===== config.mk =====
export PLATFORM = sky130hd
export DESIGN_NAME = fifo_write_arbiter
export DESIGN_NICKNAME = d
export VERILOG_FILES = /design/src/rtl/fifo_write_arbiter.sv
export SDC_FILE = /design/constraint.sdc
export NUM_CORES = 1
export LEC_CHECK = 0
export ABC_AREA = 1
export ABC_CLOCK_PERIOD_IN_PS = 1000
export CORE_UTILIZATION = 37
export CTS_CLUSTER_DIAMETER = 80
export CTS_CLUSTER_SIZE = 10
export DETAILED_ROUTE_END_ITERATION = 12
export GPL_TIMING_DRIVEN = 1
export PLACE_DENSITY_LB_ADDON = 0.12
export SLEW_MARGIN = 20
export SYNTH_ARGS = -nofsm -noshare
export SYNTH_HDL_FRONTEND = slang
export SYNTH_SLANG_ARGS = --single-unit

===== constraint.sdc =====
create_clock -name clk -period 1 [get_ports clk]
set_input_delay 0.3 -clock clk [delete_from_list [all_inputs] [get_ports clk]]
set_output_delay 0.3 -clock clk [all_outputs]
set_load 0.005 [all_outputs]

===== src/rtl/fifo_write_arbiter.sv =====
// Round-robin arbiter sharing the byte-packing FIFO write port between two
// producers; a grant covers BURST_WORDS complete 16-bit words.
module fifo_write_arbiter #(
  parameter int unsigned BURST_WORDS = 1
) (
  input  logic       clk,
  input  logic       rst,
  input  logic [7:0] req0_data,
  input  logic       req0_valid,
  output logic       req0_ready,
  input  logic [7:0] req1_data,
  input  logic       req1_valid,
  output logic       req1_ready,
  output logic [7:0] fifo_data_in,
  output logic       fifo_input_valid,
  input  logic       fifo_input_enable,
  output logic [1:0] grant,
  output logic       busy,
  output logic [5:0] word_cnt
);

  typedef enum logic {IDLE, XFER} state_t;

  localparam logic [4:0] LAST_BYTE = 5'(2 * BURST_WORDS - 1);

  state_t     state, state_next;
  logic [1:0] grant_next;
  logic       rr_ptr, rr_ptr_next;
  logic [4:0] byte_cnt, byte_cnt_next;
  logic [5:0] word_cnt_next;
  logic       beat;

  always_ff @(posedge clk) begin
    if (rst) begin
      state    <= IDLE;
      grant    <= '0;
      rr_ptr   <= 1'b0;
      byte_cnt <= '0;
      word_cnt <= '0;
    end else begin
      state    <= state_next;
      grant    <= grant_next;
      rr_ptr   <= rr_ptr_next;
      byte_cnt <= byte_cnt_next;
      word_cnt <= word_cnt_next;
    end
  end

  // Datapath is steered purely by the registered grant.
  always_comb begin
    fifo_data_in     = '0;
    fifo_input_valid = 1'b0;
    req0_ready       = 1'b0;
    req1_ready       = 1'b0;
    if (state == XFER) begin
      fifo_data_in     = grant[1] ? req1_data  : req0_data;
      fifo_input_valid = grant[1] ? req1_valid : req0_valid;
      req0_ready       = grant[0] & req0_valid & fifo_input_enable;
      req1_ready       = grant[1] & req1_valid & fifo_input_enable;
    end
    beat = (state == XFER) & fifo_input_valid & fifo_input_enable;
    busy = (state == XFER);
  end

  always_comb begin
    state_next    = state;
    grant_next    = grant;
    rr_ptr_next   = rr_ptr;
    byte_cnt_next = byte_cnt;
    word_cnt_next = word_cnt;
    unique case (state)
      IDLE: begin
        if (req0_valid && (!req1_valid || !rr_ptr)) begin
          state_next    = XFER;
          grant_next    = 2'b01;
          byte_cnt_next = '0;
        end else if (req1_valid) begin
          state_next    = XFER;
          grant_next    = 2'b10;
          byte_cnt_next = '0;
        end
      end
      XFER: begin
        if (beat) begin
          byte_cnt_next = byte_cnt + 5'd1;
          if (byte_cnt[0]) word_cnt_next = word_cnt + 6'd1;
          // Pointer moves to whichever requester did not own this burst.
          if (byte_cnt == LAST_BYTE) begin
            state_next  = IDLE;
            grant_next  = '0;
            rr_ptr_next = grant[0];
          end
        end
      end
      default: state_next = IDLE;
    endcase
  end

endmodule


Yosys cells after proc, flatten, opt, wreduce, memory -nomap -nowiden --
Cells that the tools add are included.
Operators by class: add/subtract/negate cells 2, equality and inequality tests 4, mux-type cells 20, bitwise operators 7, reductions and logical operators 8
Operators by type and width (number):
- $mux 8 | 2
- $mux 5 | 3
- $pmux 5 s2 | 1
- $reduce_and 3->1 | 3
- $mux 1 | 8
- $mux 2 | 4
- $add 6x1->6 const B | 1
- $and 1x1->1 | 6
- $add 5x1->5 const B | 1
- $eq 5x1->1 const B | 1
- $ne 2x1->1 const B | 2
- $pmux 2 s2 | 1
- $ne 3x3->1 const B | 1
- $logic_not 1->1 | 2
- $pmux 1 s2 | 1
- $reduce_and 2->1 | 1
- $logic_and 1x1->1 | 1
- $logic_or 1x1->1 | 1
- $not 1->1 | 1
Word-level totals: bits in registers 15, bits of input ports 21, output and inout bits 20, word-level logic and storage cells 46

Longest topological paths before layout --
Gate-level depths: netlist of the first run.
depth in word-level cells 6, depth in mapped cells 9, mapped depth without buffers 9

Worst setup path before layout of the first run --
OpenSTA, ideal clock, no wires.
path kind reg-to-output, start point register state, in the netlist busy, end point output port fifo_data_in[0], arrival time 0.913 ns, data required time 0.700 ns, setup slack -0.213 ns, cell stages (with the launch flop) 4, buffers on the path 1, cell sequence dfxtp_1 -> clkbuf_1 -> o21ai_0 -> nor2_1
Between the ends: cells in the longest elaborated chain, start to end 1
Ends and longest elaborated chain:
- from (decl) | line 26 | state_t state, state_next;
- from (signal assigned) | line 41 | state <= state_next;
- $mux 8 | line 55 | if (state == XFER) begin
- to (decl) | line 14 | output logic [7:0] fifo_data_in,
Every way passes these cells.

Worst setup path after layout of the first run --
start point register state, in the netlist busy, end point output port req1_ready
Between the ends: cells in the longest elaborated chain, start to end 1
Ends and longest elaborated chain:
- $mux 1 | line 55
- to (decl) | line 13 | output logic req1_ready,
Every way passes these cells.

==> results by group, run 1 <==
Outcome
  • Status: finished, violations left
  • Failing checks: setup timing

Synth
  • Register area share after synthesis: 0.330
  • Yosys cell types: 22
  • Mapped Area: 911 sq um
  • Synth Net Count: between 150 and 200
  • #FFs+latches synth: 15
  • Syn_area_per_cell: 6.60 sq um
  • Synthesis Warnings: 0
  • Synth Instances: 138

Timing
  • Final number of max-transition violations: 0
  • Final Skew: around 0.00076 ns
  • Fin crit period: 1.41 ns
  • Worst-Margin Slew: ~0.48 ns
  • Worst setup margin: -0.411 ns
  • Final hold vios: 0
  • RSZ-0062 raised after global routing: true
  • Max_slew headroom: 0.675
  • Setup violators final: 35
  • Setup TNS Final: -10.04 ns
  • Period utilization: 1.41
  • Max Fclk: around 710 MHz

Detailed routing
  • Drc violations: 0
  • Vias per cell: just over 5
  • Iteration-0 DRC count of the detailed router: 27
  • Routed via count: 1238
  • DRT Pass-1 Iters: 4
  • DRT antenna net count: 0
  • Drt wl/cell: 14.8 um
  • Total Routed Length: 3630 um

Layout
  • Layout Cell Area excl Fill: 1860 sq um
  • Area Growth Syn to Fin: 104%
  • Most common cell after layout, fill and taps aside: buf_4
  • Antenna cells: 0
  • Nets: 242
  • Layout cells sized above 1: 0.539
  • Commonest non-fill, non-tap cells in the layout: 28 x buf_4, 27 x nor2_1, 17 x clkdlybuf4s50_1, 17 x buf_2, 16 x nand2_1

Power
  • PwrDens: between 800 and 900 nW/um^2
  • IR drop worst, VDD: 0.998 mV
  • Leak: 0.818 nW

Setup path
  • Reg2reg path depth: 10
  • Critical Path AT: approximately 1.1 ns
  • RR Startpoint: busy
  • Crit path kind: reg -> out
  • Reg-to-Reg End: word_cnt[5]
  • CP Capture Type: output pin
  • Crit path required time: 0.70 ns
  • Worst reg2reg setup slack: -0.39 ns
  • Worst setup SP type: flop
  • Critical path fanouts, max: 6

Placement
  • Routability cong.: 0.820
  • PortBufs: 40
  • Placed cell area: 1540 sq um
  • Detail Placement HPWL: between 2000 and 2500 um
  • Dpl ws: -0.874 ns

CTS
  • Htree depth: 1
  • Worst-path clk slew: 0.08 ns
  • Clock Path Buffers: 2
  • CTS tree: done
  • Clock sinks: 15
  • Hold Buf Count CTS: 0
  • CTS buffer count: 3
  • Clock Tree Root: clkbuf_4
  • Worst-Skew Late Latency: ~0.29 ns

Worst hold path
  • Hold Crit Endpoint: rr_ptr
  • Worst hold path type: reg -> reg
  • Hold wc startpoint: rr_ptr
  • Worst hold path depth: 2

Floorplanning
  • Die area: about 2700 sq um
  • Core Region: about 2300 sq um
  • Die Y: ~52 um
  • Die width: 51.6 um
  • Effective utilization at floorplan: 0.400
  • Row cnt: 17
  • Boundary pin count: 41

Global route
  • Gr ovfl total: 0
  • Initial antenna violation count: 0
  • Gr usage total: 0.276
  • Maximum number of pins on one net before global-route repair: 10
  • First-pass GRT wire length: between 5000 and 6000 um
  • Vias in the first global route: 1224

Run
  • Max Cap Viol: 0
==> what timing repair did <==
item	in CTS	in global routing
cloned	1	0
buffers inserted	10	3
endpoints found under the setup margin	35	35
pin swaps	16	13
resized for setup	147	18
==> critical path: stages, from the launching register on <==
cell and delay, ns:
dfxtp_4 0.39, buf_8 0.14, nand3_4 0.09, nor2_2 0.08
buf_2 0.11
==> through the flow <==
| step | hold slack [ns] | power (mW) | cells | util |
|---|---|---|---|---|
| after CTS | 0.492 | 1.56 | 243 | 0.790 |
| after floorplan | 0.424 | 0.812 | 138 | - |
| after global routing | 0.531 | 1.67 | 245 | 0.816 |
| after detailed placement | 0.468 | 1.06 | 228 | 0.676 |
| final | 0.513 | 1.62 | 245 | 0.816 |
| after global placement | 0.439 | 1.05 | 228 | 0.676 |
==> routing by layer <==
layer  wire (um)  track usage  vias up
met5           0            0        -
met4         123        0.135        0
met3         242       0.0497       12
met2        1900        0.548       55
met1        1370        0.268      564
li1            -            -      607
==> how the worst max path moves through the flow <==
stage	from	cells after the start	endpoint	slack, ns
2_1_floorplan	grant[1]	8	word_cnt[0]	-0.10
3_3_place_gp	fifo_input_enable	4	req0_ready	-0.85
3_5_place_dp	fifo_input_enable	4	req0_ready	-0.87
4_1_cts	busy	5	fifo_data_in[4]	-0.43
5_1_grt	busy	4	req1_ready	-0.45
6_report	busy	4	req1_ready	-0.41
==> report_power, final <==
group          internal [mW]  switching, mW  leakage [nW]  total [mW]
clock network          0.155          0.195        0.0150       0.351
logic                  0.324          0.306         0.676       0.630
registers              0.613         0.0221         0.127       0.635
==> state kept, by name, indices dropped and copies added (netlist names) <==
name,cells
rr_ptr,1
word_cnt,6
grant,2
byte_cnt,5
busy,1
==> cell families after synthesis <==
kind of cell	synth area share
and+or+nand+nor	0.328
AOI/OAI and AO/OA	0.165
buffers and inverters	0.0783
DFF	0.330
xor gates and xnor gates	0.0577
adders and majority gates	0.0412
==> synthesized netlist by cell type <==
master / instances / area, sq um
o21ai_0: 14 / 70.1
dfxtp_1: 15 / 300
a21oi_2: 1 / 8.76
a21oi_1: 13 / 65.1
inv_2: 2 / 7.51
nand2_2: 1 / 6.26
a31oi_1: 1 / 6.26
clkinv_4: 1 / 8.76
clkbuf_1: 2 / 7.51
nand3b_1: 1 / 7.51
nand3_2: 1 / 10.0
nor2_1: 29 / 109
nand3_1: 9 / 45.0
nand2_1: 25 / 93.8
inv_4: 1 / 6.26
ha_1: 3 / 37.5
buf_4: 1 / 7.51
inv_1: 9 / 33.8
xnor2_1: 2 / 17.5
nand2_4: 2 / 22.5
nor3_1: 1 / 5.00
xor2_1: 4 / 35.0
==> cell type report <==
type                       instances  area, sq um
inverter                          13         76.3
multi-input combinational        107          756
fill                             141          419
tap                               28         35.0
sequential                        15          320
timing repair buffer              78          643
clock buffer                       4         26.3
Note: power is estimated with default switching activity, not from simulation.
==> run 2: changes to the inputs <==
--- a/config.mk
+++ b/config.mk
@@ -7,7 +7,7 @@
 export LEC_CHECK = 0
 export ABC_AREA = 1
 export ABC_CLOCK_PERIOD_IN_PS = 1000
-export CORE_UTILIZATION = 37
+export CORE_UTILIZATION = 27
 export CTS_CLUSTER_DIAMETER = 80
 export CTS_CLUSTER_SIZE = 10
 export DETAILED_ROUTE_END_ITERATION = 12
==> run 2 against run 1 <==
The run still ends with setup timing left. Sequential share of layout area is 0.85 points lower. Combinational power is 2% higher. Global-route usage fell by 7.8 points. Cell count up 6.9%. Register-to-register slack hardly changed. Sequential power barely moved. Via count shrank 2.7%. Non-clock buffer count is 1 higher. Fmax grew 2.0%. Largest cell class unchanged. Largest power group is now combinational cells. Highest routed layer unchanged.
==> results by group, run 2 (synthesis gave the netlist of run 1 again) <==
Outcome
  • Status: finished, violations left
  • Failing checks: setup timing

Placement
  • PortBufs: 40 (unchanged)
  • Routability cong.: 0.782 (-4.7%)
  • Detail Placement HPWL: 2100 um (+1.8%)

CTS
  • Clock Tree Root: clkbuf_4
  • Worst-path clk slew: 0.09 ns (about the same)
  • Clock Path Buffers: 2 (unchanged)
  • Clock sinks: 15 (unchanged)
  • Worst-Skew Late Latency: 0.28 ns (about the same)
  • CTS buffer count: 3 (unchanged)
  • Htree depth: 1 (unchanged)
  • CTS tree: done

Detailed routing
  • Vias per cell: 4.60 (-9.1%)
  • DRT antenna net count: 0 (unchanged)
  • Drc violations: 0 (unchanged)
  • Routed via count: 1204 (-2.7%)
  • DRT Pass-1 Iters: 4 (unchanged)
  • Iteration-0 DRC count of the detailed router: 31 (+15%)
  • Total Routed Length: 3290 um (-9.4%)
  • Drt wl/cell: 12.6 um (-15%)

Timing
  • Worst setup margin: -0.383 ns (+0.0279 ns)
  • Period utilization: 1.38 (-0.0279)
  • Setup violators final: 35 (unchanged)
  • Setup TNS Final: -9.63 ns (+0.419 ns)
  • Fin crit period: 1.38 ns (-0.0279 ns)
  • Final number of max-transition violations: 0 (unchanged)
  • Worst hold slack: 0.492 ns (-0.0207 ns)
  • Worst-Margin Slew: 0.380 ns (-0.103 ns)
  • RSZ-0062 raised after global routing: true
  • Final Skew: 0.00815 ns (+0.00739 ns)
  • Final hold vios: 0 (unchanged)
  • Max_slew headroom: 0.745 (+0.0695)
  • Max Fclk: 723 MHz (+2.0%)

Setup path
  • CP Capture Type: flop
  • Slowest cell on the critical path: dfxtp_4
  • Critical Path, Cell by Cell: buf_6, nand3_4, nand2_2, buf_6, nand2_8, buf_12, nand2_8, nand3_2, nand2_2, nor2_1
  • Critical Path AT: 1.57 ns (+0.46 ns)
  • Worst setup SP type: flop
  • CP max stage delay: 0.40 ns (about the same)
  • Crit path required time: 1.19 ns (+0.49 ns)
  • Crit path kind: reg -> reg
  • Critical path fanouts, max: 6 (unchanged)

Layout
  • Commonest non-fill, non-tap cells in the layout: 27 x nor2_1, 26 x buf_4, 17 x clkdlybuf4s50_1
  • Regs by FF count: word_cnt x6, byte_cnt x5, grant x2
  • Max reg flops: 6 (unchanged)
  • Most common cell after layout, fill and taps aside: nor2_1
  • Largest Register: word_cnt
  • Area Growth Syn to Fin: 114%
  • Final core occ: 0.624 (-0.191)
  • Layout cells sized above 1: 0.564 (+0.0250)
  • Antenna cells: 0 (unchanged)
  • Nets: 243 (+0.41%)
  • Filler Cell Count: 281 (+99%)

Floorplanning
  • Boundary pin count: 41 (unchanged)
  • Effective utilization at floorplan: 0.291 (-0.109)
  • Die width: 60.1 um (+16%)
  • Die Y: 60.1 um (+16%)
  • Core Region: 3130 sq um (+37%)
  • Die area: 3610 sq um (+35%)
  • Row cnt: 20 (+3)

Power
  • Leak: 0.908 nW (+11%)
  • PwrDens: 833 nW/um^2 (-4.3%)
  • IR drop worst, VDD: 0.669 mV (-33%)
  • Total Power: 1.63 mW (+0.68%)

Global route
  • Initial antenna violation count: 0 (unchanged)
  • Vias in the first global route: 1203 (-1.7%)
  • Gr usage total: 0.198 (-0.0784)
  • Gr ovfl total: 0 (unchanged)
  • Maximum number of pins on one net before global-route repair: 10 (unchanged)
  • First-pass GRT wire length: 5350 um (-0.39%)

Run
  • Max Cap Viol: 0 (unchanged)

Worst hold path
  • Worst hold path type: reg -> reg
-- run 2: final cells by class --
| cell class | count | area [sq um] | area share |
|---|---|---|---|
| clock buffers | 4 | 26.3 | 0.0135 |
| inverters | 13 | 78.8 | 0.0404 |
| multi-input cells | 107 | 801 | 0.410 |
| flip-flops and latches | 15 | 320 | 0.164 |
| well taps | 44 | 55.1 | 0.0282 |
| repair buffers | 79 | 672 | 0.344 |
-- run 2: repair_timing --
item                       in CTS  in global routing
buffers inserted               11                  4
pin swaps                      20                 14
hold buffers                    0                  0
setup endpoints to repair      35                 35
gates resized for setup       154                 28
-- run 2: worst paths after layout --
check | from | cells after the start | slack, ns | end
worst max register to register | grant[1] | 10 | -0.38 | byte_cnt[3]
worst min-delay path | rr_ptr | 2 | 0.49 | rr_ptr
worst max-delay path | grant[1] | 10 | -0.38 | byte_cnt[3]
worst min register to register | rr_ptr | 2 | 0.49 | rr_ptr
-- run 2: metal layers --
metal	wire length [um]	vias up	global-route usage	share of wire
li1	-	607	-	-
met1	1430	567	0.226	0.43
met2	1740	26	0.371	0.53
met3	89	4	0.0455	0.027
met4	33	0	0.0399	0.010
met5	0	-	0	0
-- run 2: where the power goes --
group          internal [mW]  switching [mW]  leakage (nW)
Combinational          0.339           0.305         0.766
Sequential             0.613          0.0230         0.127
Clock                  0.155           0.193        0.0150
Total                   1.11           0.520         0.908
-- run 2: per-stage QoR --
stage / setup slack (ns) / std cells / cell area, sq um
after floorplan: -0.102 / 138 / 943
after global placement: -0.778 / 246 / 1570
after detailed placement: -0.808 / 246 / 1570
after CTS: -0.398 / 259 / 1810
after global routing: -0.475 / 262 / 1950
final: -0.383 / 262 / 1950
-- run 2: worst max-delay path: cells and delay by family, from the launching register on --
family / cells / cell delay (ns)
flops: 1 / 0.40
buf+inv: 3 / 0.40
simple gates: 7 / 0.49
==> run 3: changes to the inputs <==
--- a/config.mk
+++ b/config.mk
@@ -7,12 +7,13 @@
 export LEC_CHECK = 0
 export ABC_AREA = 1
 export ABC_CLOCK_PERIOD_IN_PS = 1000
-export CORE_UTILIZATION = 27
+export CORE_UTILIZATION = 30
 export CTS_CLUSTER_DIAMETER = 80
 export CTS_CLUSTER_SIZE = 10
 export DETAILED_ROUTE_END_ITERATION = 12
 export GPL_TIMING_DRIVEN = 1
 export PLACE_DENSITY_LB_ADDON = 0.12
+export RECOVER_POWER = 50
 export SLEW_MARGIN = 20
 export SYNTH_ARGS = -nofsm -noshare
 export SYNTH_HDL_FRONTEND = slang
==> run 3 against run 2 <==
The run ends with DRC, setup timing left. Critical path depth decreased by 5. Design area decreased by 1.5%. Fmax decreased by 2.4%. Setup slack got worse by 0.034 ns. Via count increased by 1.6%. Die area decreased by 9.7%. Sequential power about the same. Combinational power increased by 2%. Critical endpoint is now fifo_data_in[0]. Highest routed layer unchanged.
==> results by group, run 3 (synthesis gave the netlist of run 1 again) <==
Layout
  • Largest Register: word_cnt
  • Antenna cells: 0 (unchanged)
  • Filler Cell Count: 228 (-19%)
  • Area Growth Syn to Fin: 111%
  • Layout cells sized above 1: 0.575 (+0.0111)
  • Layout Cell Area excl Fill: 1920 sq um (-1.5%)
  • Regs by FF count: word_cnt x6, byte_cnt x5, grant x2
  • Most common cell after layout, fill and taps aside: buf_4
  • Commonest non-fill, non-tap cells in the layout: 30 x buf_4, 23 x nor2_1, 17 x clkdlybuf4s50_1, 17 x buf_2, 12 x nand2_1
  • Max reg flops: 6 (unchanged)
  • Final core occ: 0.686 (+0.0616)
  • Nets: 244 (+0.41%)

Placement
  • Detail Placement HPWL: 2080 um (-1.3%)
  • Dpl ws: -0.815 ns (-0.00666 ns)
  • Routability cong.: 0.837 (+7.1%)
  • Placed cell area: 1560 sq um (-1.0%)
  • PortBufs: 40 (unchanged)

Timing
  • Setup TNS Final: -9.87 ns (-0.242 ns)
  • Max Fclk: 706 MHz (-2.4%)
  • Setup violators final: 35 (unchanged)
  • RSZ-0062 raised after global routing: true
  • Final Skew: 0.00493 ns (-0.00322 ns)
  • Period utilization: 1.42 (+0.0335)
  • Worst setup margin: -0.417 ns (-0.0335 ns)
  • Final number of max-transition violations: 0 (unchanged)
  • Final hold vios: 0 (unchanged)
  • Fin crit period: 1.42 ns (+0.0335 ns)
  • Worst-Margin Slew: 0.410 ns (+0.0299 ns)
  • Max_slew headroom: 0.724 (-0.0201)

Floorplanning
  • Core Region: 2810 sq um (-10%)
  • Die width: 57.1 um (-5.0%)
  • Die area: 3260 sq um (-9.7%)
  • Row cnt: 19 (-5.0%)
  • Boundary pin count: 41 (unchanged)
  • Effective utilization at floorplan: 0.325 (+0.0335)
  • Die Y: 57.1 um (-5.0%)

Setup path
  • Critical Path AT: 1.12 ns (-0.45 ns)
  • Worst path depth: 5 (-5)
  • Crit path kind: reg -> out
  • Worst setup SP type: flop
  • Reg2reg path depth: 10 (unchanged)
  • Most common cell on crit path: nor2_1
  • CP max stage delay: 0.38 ns (-0.02 ns)
  • CP Capture Type: output pin
  • Crit path required time: 0.70 ns (-0.49 ns)
  • Critical Path, Cell by Cell: buf_12, inv_4, nor2_1, nor2_1, buf_2
  • Critical path fanouts, max: 4 (-2)
  • Delay-heaviest family, CP: flip-flops
  • Buf/Inv on CP: 3 (unchanged)
  • Slowest cell on the critical path: dfxtp_4

Detailed routing
  • DRT antenna net count: 0 (unchanged)
  • Vias per cell: 4.89 (+6.5%)
  • Routed via count: 1223 (+1.6%)
  • Drt wl/cell: 13.3 um (+5.6%)
  • Total Routed Length: 3320 um (+0.79%)
  • Iteration-0 DRC count of the detailed router: 39 (+26%)
  • DRT Pass-1 Iters: 9 (+5)
  • Drc violations: 5 (+5)

Global route
  • First-pass GRT wire length: 5710 um (+6.8%)
  • Maximum number of pins on one net before global-route repair: 10 (unchanged)
  • Gr ovfl total: 0 (unchanged)
  • Vias in the first global route: 1217 (+1.2%)
  • Initial antenna violation count: 0 (unchanged)
  • Gr usage total: 0.223 (+0.0245)

CTS
  • Clock Path Buffers: 2 (unchanged)
  • Clock sinks: 15 (unchanged)
  • CTS buffer count: 3 (unchanged)
  • Clock Tree Root: clkbuf_4
  • CTS tree: done
  • Worst-Skew Late Latency: 0.28 ns (about the same)
  • Hold Buf Count CTS: 0 (unchanged)
  • Htree depth: 1 (unchanged)
  • Worst-path clk slew: 0.10 ns (about the same)

Outcome
  • Status: finished, violations left
  • Failing checks: DRC, setup timing

Power
  • IR drop worst, VDD: 0.648 mV (-3.1%)
  • PwrDens: 859 nW/um^2 (+3.1%)
  • Leak: 0.866 nW (-4.5%)

Run
  • Max Cap Viol: 0 (unchanged)

Worst hold path
  • Worst hold path depth: 2 (unchanged)
  • Worst hold path type: reg -> reg
-- run 3: cell types whose count changed in the layout (fill, tap and decap cells not counted), sizes merged --
cell,delta
buf,-1
inv,+1
clkinv,+1
clkbuf,-1
dlygate4sd2,+1
-- run 3: final timing paths --
path | startpoint | end | slack (ns)
worst max register to register | grant[1] | byte_cnt[3] | -0.36
worst max-delay path | grant[1] | fifo_data_in[0] | -0.42
worst min register to register | rr_ptr | rr_ptr | 0.52
worst min-delay path | rr_ptr | rr_ptr | 0.52
-- run 3: tightest hold or removal path, stage by stage (launching register included) --
cell and delay, ns:
dfxtp_1 0.35, inv_1 0.06, a21oi_1 0.06
-- run 3: final cells by class --
class	count	area, sq um	share of cell area
clock inverter	1	5.00	0.00260
clock buffer	3	22.5	0.0117
multi-input combinational	107	778	0.404
sequential	15	320	0.166
inverter	13	83.8	0.0436
timing repair buffer	79	669	0.348
tap	31	38.8	0.0202
timing repair inverter	1	6.26	0.00325
-- run 3: per-stage QoR --
step                power (mW)  instances  hold slack [ns]
floorplan                0.812        138            0.424
global placement          1.07        233            0.446
detailed placement        1.07        233            0.450
CTS                       1.59        249            0.495
global route              1.74        250            0.533
finish                    1.65        250            0.518
-- run 3: what timing repair did --
action,CTS,global route
resized for setup,147,25
pin swaps,24,14
setup endpoints to repair,35,35
cloned,1,0
buffers inserted,12,2
-- run 3: power breakdown --
part           switching [mW]  leakage, nW  internal (mW)
Sequential             0.0220        0.127          0.613
Combinational           0.308        0.722          0.347
Clock                   0.214       0.0177          0.148
Total                   0.544        0.866           1.11
-- run 3: metal layers --
metal | GRT usage | up-vias | wire length, um
li1 | - | 613 | -
met1 | 0.280 | 580 | 1480
met2 | 0.398 | 26 | 1700
met3 | 0.0181 | 4 | 104
met4 | 0.0767 | 0 | 35
met5 | 0 | - | 0
